**config.mk**
```make
export PLATFORM = sky130hd
export DESIGN_NAME = cbuf_fill_parser_flat
export DESIGN_NICKNAME = d
export VERILOG_FILES = /design/src/rtl/cbuf_fmt_pkg.sv /design/src/rtl/cbuf_fill_parser_if.sv /design/src/rtl/cbuf_hdr_decode.sv /design/src/rtl/cbuf_fill_parser.sv /design/src/flat_wrapper.sv
export SDC_FILE = /design/constraint.sdc
export NUM_CORES = 1
export LEC_CHECK = 0
export ABC_AREA = 0
export ABC_CLOCK_PERIOD_IN_PS = 3000
export CORE_MARGIN = 1
export CORE_UTILIZATION = 54
export CTS_BUF_LIST = sky130_fd_sc_hd__clkbuf_2 sky130_fd_sc_hd__clkbuf_4 sky130_fd_sc_hd__clkbuf_8
export DETAILED_ROUTE_END_ITERATION = 10
export GPL_TIMING_DRIVEN = 0
export PLACE_DENSITY = 0.92
export SYNTH_ARGS = -nofsm -noshare
export SYNTH_HDL_FRONTEND = slang
export SYNTH_SLANG_ARGS = --single-unit
export TNS_END_PERCENT = 50
```
**constraint.sdc**
```tcl
create_clock -name clk -period 3 [get_ports clk]
set_input_delay 0.6 -clock clk [delete_from_list [all_inputs] [get_ports clk]]
set_output_delay 0.6 -clock clk [all_outputs]
set_load 0.005 [all_outputs]
```
**src/rtl/cbuf_fmt_pkg.sv**
```systemverilog
// Shared CBUF word format: tags, header marker, header field positions and parser states.
// The writer-side acquisition mux uses the same bit positions.
package cbuf_fmt_pkg;

  localparam int WORD_W    = 132;
  localparam int PAYLOAD_W = 128;

  localparam logic [3:0] TAG_FILL = 4'd1;
  localparam logic [3:0] TAG_WFM  = 4'd2;
  localparam logic [3:0] TAG_DAT  = 4'd3;
  localparam logic [3:0] TAG_CHK  = 4'd4;

  localparam logic [1:0] HDR_MARK = 2'b01;
  localparam int MARK_MSB = 127;
  localparam int MARK_LSB = 126;

  // fill header (tag 1)
  localparam int FH_FILL_NUM_MSB  = 23;
  localparam int FH_FILL_NUM_LSB  = 0;
  localparam int FH_FILL_TYPE_MSB = 25;
  localparam int FH_FILL_TYPE_LSB = 24;
  localparam int FH_NBURST_MSB    = 40;
  localparam int FH_NBURST_LSB    = 27;
  localparam int FH_PRE_LO_MSB    = 52;
  localparam int FH_PRE_LO_LSB    = 41;
  localparam int FH_ADR_MSB       = 75;
  localparam int FH_ADR_LSB       = 53;
  localparam int FH_ONE_MSB       = 98;
  localparam int FH_ONE_LSB       = 76;
  localparam int FH_PRE_HI_MSB    = 102;
  localparam int FH_PRE_HI_LSB    = 99;
  localparam int FH_SANE_BIT      = 103;
  localparam int FH_CHAN_MSB      = 121;
  localparam int FH_CHAN_LSB      = 110;

  // waveform header (tag 2)
  localparam int WH_NBURST_MSB = 13;
  localparam int WH_NBURST_LSB = 0;
  localparam int WH_ADR_MSB    = 51;
  localparam int WH_ADR_LSB    = 26;
  localparam int WH_CHAN_MSB   = 109;
  localparam int WH_CHAN_LSB   = 98;
  localparam int WH_ALARM_MSB  = 113;
  localparam int WH_ALARM_LSB  = 110;

  typedef enum logic [1:0] {
    ST_IDLE,
    ST_WFM_HDR,
    ST_DATA,
    ST_CHECK
  } state_e;

endpackage

```
**src/rtl/cbuf_fill_parser_if.sv**
```systemverilog
// Tagged-word input stream and burst output stream of the CBUF fill parser.
interface cbuf_fill_parser_if;
  import cbuf_fmt_pkg::*;

  logic [WORD_W-1:0]    in_dat;
  logic                 in_valid;
  logic                 in_ready;
  logic [PAYLOAD_W-1:0] dat_out;
  logic                 dat_valid;
  logic                 dat_ready;
  logic                 dat_last;

  modport master (
    output in_dat, in_valid, dat_ready,
    input  in_ready, dat_out, dat_valid, dat_last
  );

  modport slave (
    input  in_dat, in_valid, dat_ready,
    output in_ready, dat_out, dat_valid, dat_last
  );

endinterface

```
**src/rtl/cbuf_hdr_decode.sv**
```systemverilog
// Combinational field extraction and sanity checks for fill and waveform headers.
module cbuf_hdr_decode
  import cbuf_fmt_pkg::*;
(
  input  logic [121:0] hdr,
  input  logic [13:0]  cur_num_bursts,
  input  logic [22:0]  cur_start_adr,
  input  logic [11:0]  cur_channel_tag,
  output logic [23:0]  fill_num,
  output logic [1:0]   fill_type,
  output logic [13:0]  num_bursts,
  output logic [15:0]  pre_trig,
  output logic [22:0]  start_adr,
  output logic [11:0]  channel_tag,
  output logic [3:0]   alarms,
  output logic         fill_sane,
  output logic         wfm_ok
);

  assign fill_num    = hdr[FH_FILL_NUM_MSB:FH_FILL_NUM_LSB];
  assign fill_type   = hdr[FH_FILL_TYPE_MSB:FH_FILL_TYPE_LSB];
  assign num_bursts  = hdr[FH_NBURST_MSB:FH_NBURST_LSB];
  assign pre_trig    = {hdr[FH_PRE_HI_MSB:FH_PRE_HI_LSB], hdr[FH_PRE_LO_MSB:FH_PRE_LO_LSB]};
  assign start_adr   = hdr[FH_ADR_MSB:FH_ADR_LSB];
  assign channel_tag = hdr[FH_CHAN_MSB:FH_CHAN_LSB];
  assign alarms      = hdr[WH_ALARM_MSB:WH_ALARM_LSB];

  assign fill_sane = hdr[FH_SANE_BIT] && (hdr[FH_ONE_MSB:FH_ONE_LSB] == 23'd1);

  // waveform header is cross-checked against the fields latched from the fill header
  assign wfm_ok = (hdr[WH_NBURST_MSB:WH_NBURST_LSB] == cur_num_bursts)
               && (hdr[WH_ADR_MSB:WH_ADR_LSB] == {cur_start_adr, 3'b000})
               && (hdr[WH_CHAN_MSB:WH_CHAN_LSB] == cur_channel_tag);

endmodule

```
**src/rtl/cbuf_fill_parser.sv**
```systemverilog
// Parses the CBUF tagged word stream read back from DDR3: headers, data bursts, XOR checksum.
//
// state      | meaning
// -----------+------------------------------------------------------------
// ST_IDLE    | discard words until a marked fill header arrives
// ST_WFM_HDR | expect the marked waveform header
// ST_DATA    | forward num_bursts data words through the output register
// ST_CHECK   | expect the checksum word and compare against running XOR
module cbuf_fill_parser
  import cbuf_fmt_pkg::*;
(
  input  logic        clk,
  input  logic        rst_n,
  cbuf_fill_parser_if.slave bus,
  output logic [23:0] fill_num,
  output logic [1:0]  fill_type,
  output logic [13:0] num_bursts,
  output logic [15:0] pre_trig,
  output logic [22:0] start_adr,
  output logic [11:0] channel_tag,
  output logic [3:0]  xadc_alarms,
  output logic        hdr_valid,
  output logic        fill_done,
  output logic        chk_ok,
  output logic        err_tag,
  output logic        err_hdr,
  output logic        err_trunc,
  output logic        err_chk,
  input  logic        err_clr
);

  state_e         state;
  logic [127:0]   csum;
  logic [127:0]   dat_q;
  logic           dv_q;
  logic           last_q;
  logic [13:0]    cnt;

  logic [3:0]     tag;
  logic [127:0]   payload;
  logic           mark_ok;
  logic           accept;
  logic           last_burst;

  logic [23:0]    d_fill_num;
  logic [1:0]     d_fill_type;
  logic [13:0]    d_num_bursts;
  logic [15:0]    d_pre_trig;
  logic [22:0]    d_start_adr;
  logic [11:0]    d_channel_tag;
  logic [3:0]     d_alarms;
  logic           d_fill_sane;
  logic           d_wfm_ok;

  assign tag        = bus.in_dat[131:128];
  assign payload    = bus.in_dat[127:0];
  assign mark_ok    = (payload[MARK_MSB:MARK_LSB] == HDR_MARK);
  assign bus.in_ready = (state != ST_DATA) || !dv_q || bus.dat_ready;
  assign accept     = bus.in_valid && bus.in_ready;
  assign last_burst = (cnt == num_bursts - 14'd1);

  assign bus.dat_out   = dat_q;
  assign bus.dat_valid = dv_q;
  assign bus.dat_last  = last_q;

  cbuf_hdr_decode u_hdr_decode (
    .hdr             (payload[121:0]),
    .cur_num_bursts  (num_bursts),
    .cur_start_adr   (start_adr),
    .cur_channel_tag (channel_tag),
    .fill_num        (d_fill_num),
    .fill_type       (d_fill_type),
    .num_bursts      (d_num_bursts),
    .pre_trig        (d_pre_trig),
    .start_adr       (d_start_adr),
    .channel_tag     (d_channel_tag),
    .alarms          (d_alarms),
    .fill_sane       (d_fill_sane),
    .wfm_ok          (d_wfm_ok)
  );

  always_ff @(posedge clk or negedge rst_n) begin
    if (!rst_n) begin
      state       <= ST_IDLE;
      csum        <= '0;
      dat_q       <= '0;
      dv_q        <= 1'b0;
      last_q      <= 1'b0;
      cnt         <= '0;
      fill_num    <= '0;
      fill_type   <= '0;
      num_bursts  <= '0;
      pre_trig    <= '0;
      start_adr   <= '0;
      channel_tag <= '0;
      xadc_alarms <= '0;
      hdr_valid   <= 1'b0;
      fill_done   <= 1'b0;
      chk_ok      <= 1'b0;
      err_tag     <= 1'b0;
      err_hdr     <= 1'b0;
      err_trunc   <= 1'b0;
      err_chk     <= 1'b0;
    end else begin
      hdr_valid <= 1'b0;
      fill_done <= 1'b0;
      if (dv_q && bus.dat_ready) dv_q <= 1'b0;
      // clear first so that an error raised below in the same cycle wins
      if (err_clr) begin
        err_tag   <= 1'b0;
        err_hdr   <= 1'b0;
        err_trunc <= 1'b0;
        err_chk   <= 1'b0;
      end
      if (accept) begin
        if (tag == TAG_FILL && mark_ok) begin
          if (state != ST_IDLE) err_trunc <= 1'b1;
          if (!d_fill_sane) err_hdr <= 1'b1;
          fill_num    <= d_fill_num;
          fill_type   <= d_fill_type;
          num_bursts  <= d_num_bursts;
          pre_trig    <= d_pre_trig;
          start_adr   <= d_start_adr;
          channel_tag <= d_channel_tag;
          csum        <= payload;
          cnt         <= '0;
          chk_ok      <= 1'b0;
          state       <= ST_WFM_HDR;
        end else begin
          case (state)
            ST_WFM_HDR: begin
              if (tag == TAG_WFM && mark_ok) begin
                csum        <= csum ^ payload;
                xadc_alarms <= d_alarms;
                if (!d_wfm_ok) err_hdr <= 1'b1;
                hdr_valid   <= 1'b1;
                state       <= (num_bursts == 14'd0) ? ST_CHECK : ST_DATA;
              end else begin
                err_tag <= 1'b1;
                state   <= ST_IDLE;
              end
            end
            ST_DATA: begin
              if (tag == TAG_DAT) begin
                csum   <= csum ^ payload;
                dat_q  <= payload;
                dv_q   <= 1'b1;
                last_q <= last_burst;
                cnt    <= cnt + 14'd1;
                if (last_burst) state <= ST_CHECK;
              end else begin
                err_tag <= 1'b1;
                state   <= ST_IDLE;
              end
            end
            ST_CHECK: begin
              if (tag == TAG_CHK) begin
                chk_ok    <= (payload == csum);
                if (payload != csum) err_chk <= 1'b1;
                fill_done <= 1'b1;
              end else begin
                err_tag <= 1'b1;
              end
              state <= ST_IDLE;
            end
            default: ;
          endcase
        end
      end
    end
  end

endmodule

```
**src/flat_wrapper.sv**
```systemverilog
// flat-port wrapper written by rule: the top's interface ports become plain ports
module cbuf_fill_parser_flat import cbuf_fmt_pkg::*;
  (clk, rst_n, fill_num, fill_type, num_bursts, pre_trig, start_adr, channel_tag, xadc_alarms, hdr_valid, fill_done, chk_ok, err_tag, err_hdr, err_trunc, err_chk, err_clr, bus_in_dat, bus_in_valid, bus_dat_ready, bus_in_ready, bus_dat_out, bus_dat_valid, bus_dat_last);
  cbuf_fill_parser_if bus_i ();
  input  logic clk;
  input  logic rst_n;
  output logic [23:0] fill_num;
  output logic [1:0] fill_type;
  output logic [13:0] num_bursts;
  output logic [15:0] pre_trig;
  output logic [22:0] start_adr;
  output logic [11:0] channel_tag;
  output logic [3:0] xadc_alarms;
  output logic hdr_valid;
  output logic fill_done;
  output logic chk_ok;
  output logic err_tag;
  output logic err_hdr;
  output logic err_trunc;
  output logic err_chk;
  input  logic err_clr;
  input wire logic [$bits(bus_i.in_dat)-1:0] bus_in_dat;
  input wire logic [$bits(bus_i.in_valid)-1:0] bus_in_valid;
  input wire logic [$bits(bus_i.dat_ready)-1:0] bus_dat_ready;
  output wire logic [$bits(bus_i.in_ready)-1:0] bus_in_ready;
  output wire logic [$bits(bus_i.dat_out)-1:0] bus_dat_out;
  output wire logic [$bits(bus_i.dat_valid)-1:0] bus_dat_valid;
  output wire logic [$bits(bus_i.dat_last)-1:0] bus_dat_last;
  assign bus_i.in_dat = bus_in_dat;
  assign bus_i.in_valid = bus_in_valid;
  assign bus_i.dat_ready = bus_dat_ready;
  assign bus_in_ready = bus_i.in_ready;
  assign bus_dat_out = bus_i.dat_out;
  assign bus_dat_valid = bus_i.dat_valid;
  assign bus_dat_last = bus_i.dat_last;
  cbuf_fill_parser u_core (.clk(clk), .rst_n(rst_n), .bus(bus_i), .fill_num(fill_num), .fill_type(fill_type), .num_bursts(num_bursts), .pre_trig(pre_trig), .start_adr(start_adr), .channel_tag(channel_tag), .xadc_alarms(xadc_alarms), .hdr_valid(hdr_valid), .fill_done(fill_done), .chk_ok(chk_ok), .err_tag(err_tag), .err_hdr(err_hdr), .err_trunc(err_trunc), .err_chk(err_chk), .err_clr(err_clr));
endmodule
```
# Word-level counts from Yosys, hierarchy flattened
# Cells that the tools add are included.
# totals
register_bits,376
in_bits,137
output_inout_bits,233
elab_cells,121
# classes
n_addsub,2
n_eq_ne,19
n_mux,53
n_bitwise,2
reduce_logical,25
# ops
op,count
$mux 128,3
$pmux 128 s2,1
$eq 128x128->1,1
$ne 128x128->1,1
$xor 128x128->128,1
$mux 14,3
$mux 1,40
$eq 14x14->1,2
$eq 26x26->1,1
$eq 23x1->1 const B,1
$add 14x1->14 const B,1
$logic_not 14->1,1
$sub 14x1->14 const B,1
$eq 12x12->1,1
$reduce_and 4->1,3
$reduce_bool 2->1,5
$reduce_and 3->1,3
$eq 4x2->1 const B,2
$mux 2,4
$logic_and 1x1->1,7
$ne 3x1->1 const B,2
$pmux 2 s3,1
$eq 2x1->1 const B,2
$eq 2x2->1 const B,2
11 further kinds,12

# Longest topological paths before layout
# logic_depth
ltp_word,8
mapped_depth,11
ltp_nobuf,8

# Cells and area by module
# A second synthesis with hierarchy kept.
# hier_totals
cells_unflattened,1903
hier_area_um2,18766.7
# by_module_without_submodules
mod,instances,cells_per_inst,area_per_inst_um2,seq_area_each_um2
cbuf_fill_parser,1,1732,17446.7,9409.0
cbuf_hdr_decode,1,171,1320.0,0.0

# Worst setup path before layout
# Ideal clock, no wire load.
# synth_timing
kind,input to register
from,in bus_in_dat[131]
to,reg u_core.xadc_alarms[0]
setup_ns,0.125
t_arrival_ns,2.378
required_time_ns,2.875
setup_slack_ns,0.497
stages,7
n_path_buf,2
cell_sequence,or4b_1 > buf_2 > or3b_4 > and2_4 > and3_1 > buf_6 > mux2_4
# synth_via
elab_chain_len,4
elab_cells_between_ends,6
cone_classes,2 x eq/ne; 1 x bitwise; 3 x reduce/logical
# synth_rtl
element,line,text
start: declaration,flat_wrapper.sv:22,input wire logic [$bits(bus_i.in_dat)-1:0] bus_in_dat;
$eq 4x1->1,cbuf_fill_parser.sv:116,if (tag == TAG_FILL && mark_ok) begin
$logic_and 1x1->1,cbuf_fill_parser.sv:116,
$not 1->1 (no source line),n/a,
$reduce_and 4->1 (no source line) (*),n/a,
end signal: assignment,cbuf_fill_parser.sv:134,xadc_alarms <= d_alarms;
end: declaration,cbuf_fill_parser.sv:21,"output logic [3:0] xadc_alarms,"
# Mark *: on every way between the ends. The rest lies on a longest branch, timed or not.
# A chain may end at the register's enable or synchronous reset.

# Worst setup path after layout
# layout_timing
from,reg u_core.state[0]
to,reg u_core.csum[12]
# layout_via
elab_chain_len,5
elab_cells_between_ends,12
cone_classes,5 x eq/ne; 2 x mux; 5 x reduce/logical
# layout_rtl
element,line,text
start: declaration,cbuf_fill_parser.sv:32,state_e state;
start signal: assignment,cbuf_fill_parser.sv:137,state <= (num_bursts == 14'd0) ? ST_CHECK : ST_DATA;
$ne 2x2->1,cbuf_fill_parser.sv:58,assign bus.in_ready = (state != ST_DATA) || !dv_q || bus.dat_ready;
$logic_or 1x1->1 (2 in a row),cbuf_fill_parser.sv:58,
$logic_and 1x1->1,cbuf_fill_parser.sv:59,assign accept = bus.in_valid && bus.in_ready;
$reduce_and 4->1 (no source line),n/a,
end signal: assignment,cbuf_fill_parser.sv:125,csum <= payload;
end signal: assignment,cbuf_fill_parser.sv:133,csum <= csum ^ payload;
end signal: assignment,cbuf_fill_parser.sv:145,csum <= csum ^ payload;
end: declaration,cbuf_fill_parser.sv:33,logic [127:0] csum;
# Parallel ways exist; a longest one is shown, timed or not.

==> metrics.txt <==
Final Instance Area 23500 um2; DR WL/cell 23.1 um; YS warnings 0; DIE HEIGHT 185 um; CTS hold repair buffers 0; Max Freq 0.344 GHz; Avg Inst Size Synth 10.0 um2; post-synth cell types 56; share of layout cells above drive strength 1 12.4%; Detailed Place HPWL 45700 um; I/O Pins 370; FP Rows 66; clock root cell clkbuf_8; largest net degree at the start of global routing 112; Max VDD drop 0.468 mV; initial antenna violation count 1; clk_lat worst skew 620 ps; max incr delay on CP 460 ps; Layout area overhead 29.9%; mux contribution to synthesized area 6.62%; Synth top area share 52.1%; leakage power 10.9 nW; count leader, synth nand2_1; Critical Path AT 3410 ps; Slew @ Worst Pin 878 ps; GPL Wtd Cong 0.990; die width 185 um; worst-path fanout max 10; post-CTS setup repair buffer count 0; Detail Route Antenna Nets 0; R2R Path Start u_core.state[0]; TritonCTS clock tree built; Hold Crit Class in -> async; Tot GR Track Use 36.7%; Period minus WS final 2910 ps; Final Hold Fails 0; Total Wirelength 62400 um; Via density 6.14; Initial DRC Count 1996; reg2reg path depth 9; Slew HR 41.4%; worst setup path start u_core.state[0]; endpoints failing setup 0; Min Hold Slack 38.6 ps; total number of vias 16500; Initial Utilization 55.3%; RSZ-0062 raised after global routing no; number of synthesized register bits 376; period utilization 96.9%; die area 34200 um2; post-synthesis sequential area ratio 52.1%; Simple-Gate Fraction of Synth Area 16.1%; number of max-cap violations 0; core area 32700 um2; Cell Count, Final, Fillers Out 2694; Cell Area, Placed 22200 um2; Worst setup SP type flip-flop; Yosys top cell by area dfrtp_1; PwrDens 690 nW/um2; largest family of logic cells by synthesized area simple AND/OR/NAND/NOR gates; async set-reset flop share out of synthesis 100%; top post-synthesis cells by area dfrtp_1 52%, nand2_1 8.5%, xor2_1 7.7%, mux2_2 5.7%, a311oi_1 5.4%; worst endpoint required time 3500 ps; compound-cell area share of the yosys netlist 11.7%; Nets 2352; xor and xnor area share after synthesis 9.50%; R2R Path End u_core.csum[12]; Final Slew Violations 0; port bufs 345; Num CTS Buffers 60; vias in the first global route 16300; placed insts 2589; R2R setup slack 90 ps; Adder-Cell Fraction of Synth Area 0.554%; Post-synth EDFFs 0; crit path kind reg -> reg; Synth Flop Type dfrtp_1; Slowest-stage cell, CP clkbuf_1; crit end category flip-flop; cells along the critical path inv_1 > ha_1 > nand3b_1 > and2_1 > nand2_2 > clkbuf_2 > clkbuf_1 > a21oi_1 > a311oi_1; Syn Nets 1944; CTS Buffer Depth 3; Reg clk slew, reported paths 70 ps; H-tree depth 2; clk sinks 376; TritonRoute pass-1 iters 6; DRC errors left 0; top post-synthesis cells by count 409 x nand2_1, 376 x dfrtp_1, 159 x xor2_1; cell count after synthesis 1799; Post-Syn Area 18100 um2; Worst Skew 24.9 ps; aggregate global routing overflow 0; outcome complete, no violations; global-route wire length before repair 94000 um
## worst max-delay path by stage
stage | end | slack (ps) | cells past startpoint
6_report | u_core.csum[12] | 90 | 9
5_1_grt | u_core.state[0] | 20 | 9
4_1_cts | u_core.csum[29] | 20 | 10
3_5_place_dp | u_core.err_hdr | -1060 | 8
3_3_place_gp | u_core.bus.dat_out[80] | -14800 | 1
2_1_floorplan | u_core.xadc_alarms[0] | 500 | 7
## critical path, delay by kind of cell, from the launching register on
kind | cells | cell delay, ps
buf+inv | 3 | 950
compound gates | 2 | 440
fa+ha+maj | 1 | 300
flops | 1 | 420
simple gates | 3 | 670
## area by class of cell
class	count	area, um2
Fill cell	2235	9210
Multi-Input combinational cell	1295	8050
Antenna cell	1	2.50
Clock buffer	96	1210
Sequential cell	376	9410
Timing Repair Buffer	348	3540
Inverter	9	33.8
Clock inverter	10	80.1
Buffer	117	608
Tap cell	442	553
## report_power, final
group	switching (mW)	total, mW	leakage (nW)	internal [mW]
Sequential	1.09	7.08	5.08	5.99
Clock	2.08	4.70	0.685	2.62
Combinational	2.49	4.42	5.14	1.93
## metrics by stage
stage	power, mW	utilization, %	setup WS [ps]	setup TNS, ps
after floorplan	9.37	-	497	0
after global placement	11.1	67.5	-14800	-5775400
after detailed placement	11.3	67.8	-1060	-245530
after CTS	16.0	71.8	18.2	0
after global routing	16.9	71.8	15.7	0
final	16.2	71.8	94.3	0
## layout by cell type (no fill, tap or decap), drive strengths merged, types with 10 or more instances in the layout
cell / n
a21oi: 142
a311oi: 118
buf: 47
clkbuf: 170
clkdlybuf4s50: 343
dfrtp: 376
mux2: 96
mux2i: 10
nand2: 411
nand3: 17
nand4: 18
nor2: 136
nor4: 53
o21ai: 15
xnor2: 37
xor2: 159
## kinds of logic (layout without fill, tap and decap cells)
| family | after synthesis | count (layout) |
|---|---|---|
| muxes | 106 | 106 |
| DFF | 376 | 376 |
| xor gates and xnor gates | 196 | 196 |
| other | 0 | 1 |
| AOI/OAI and AO/OA | 306 | 306 |
| adders and majority gates | 8 | 8 |
| and+or+nand+nor | 679 | 679 |
| buffers and inverters | 128 | 580 |
## what timing repair did
item	in CTS	in global routing
endpoints found under the setup margin	297	114
resized for setup	13	14
gates cloned	0	0
## metal layers
layer	GRT usage (%)	share of wire (%)	vias up	wire length, um
li1	-	-	7094	-
met1	46.7	37	8107	23000
met2	57.5	46	1082	28800
met3	8.75	11	255	6770
met4	20.6	6.0	0	3730
met5	0	0	-	0
## sequential cells by signal (all words and copies together) (netlist names), 2 cells and up
register / count
u_core.num_bursts: 14
u_core.fill_type: 2
u_core.state: 2
u_core.xadc_alarms: 4
u_core.start_adr: 23
u_core.bus.dat_out: 128
u_core.cnt: 14
u_core.csum: 128
u_core.pre_trig: 16
u_core.fill_num: 24
u_core.channel_tag: 12
(Power assumes the default switching activity.)
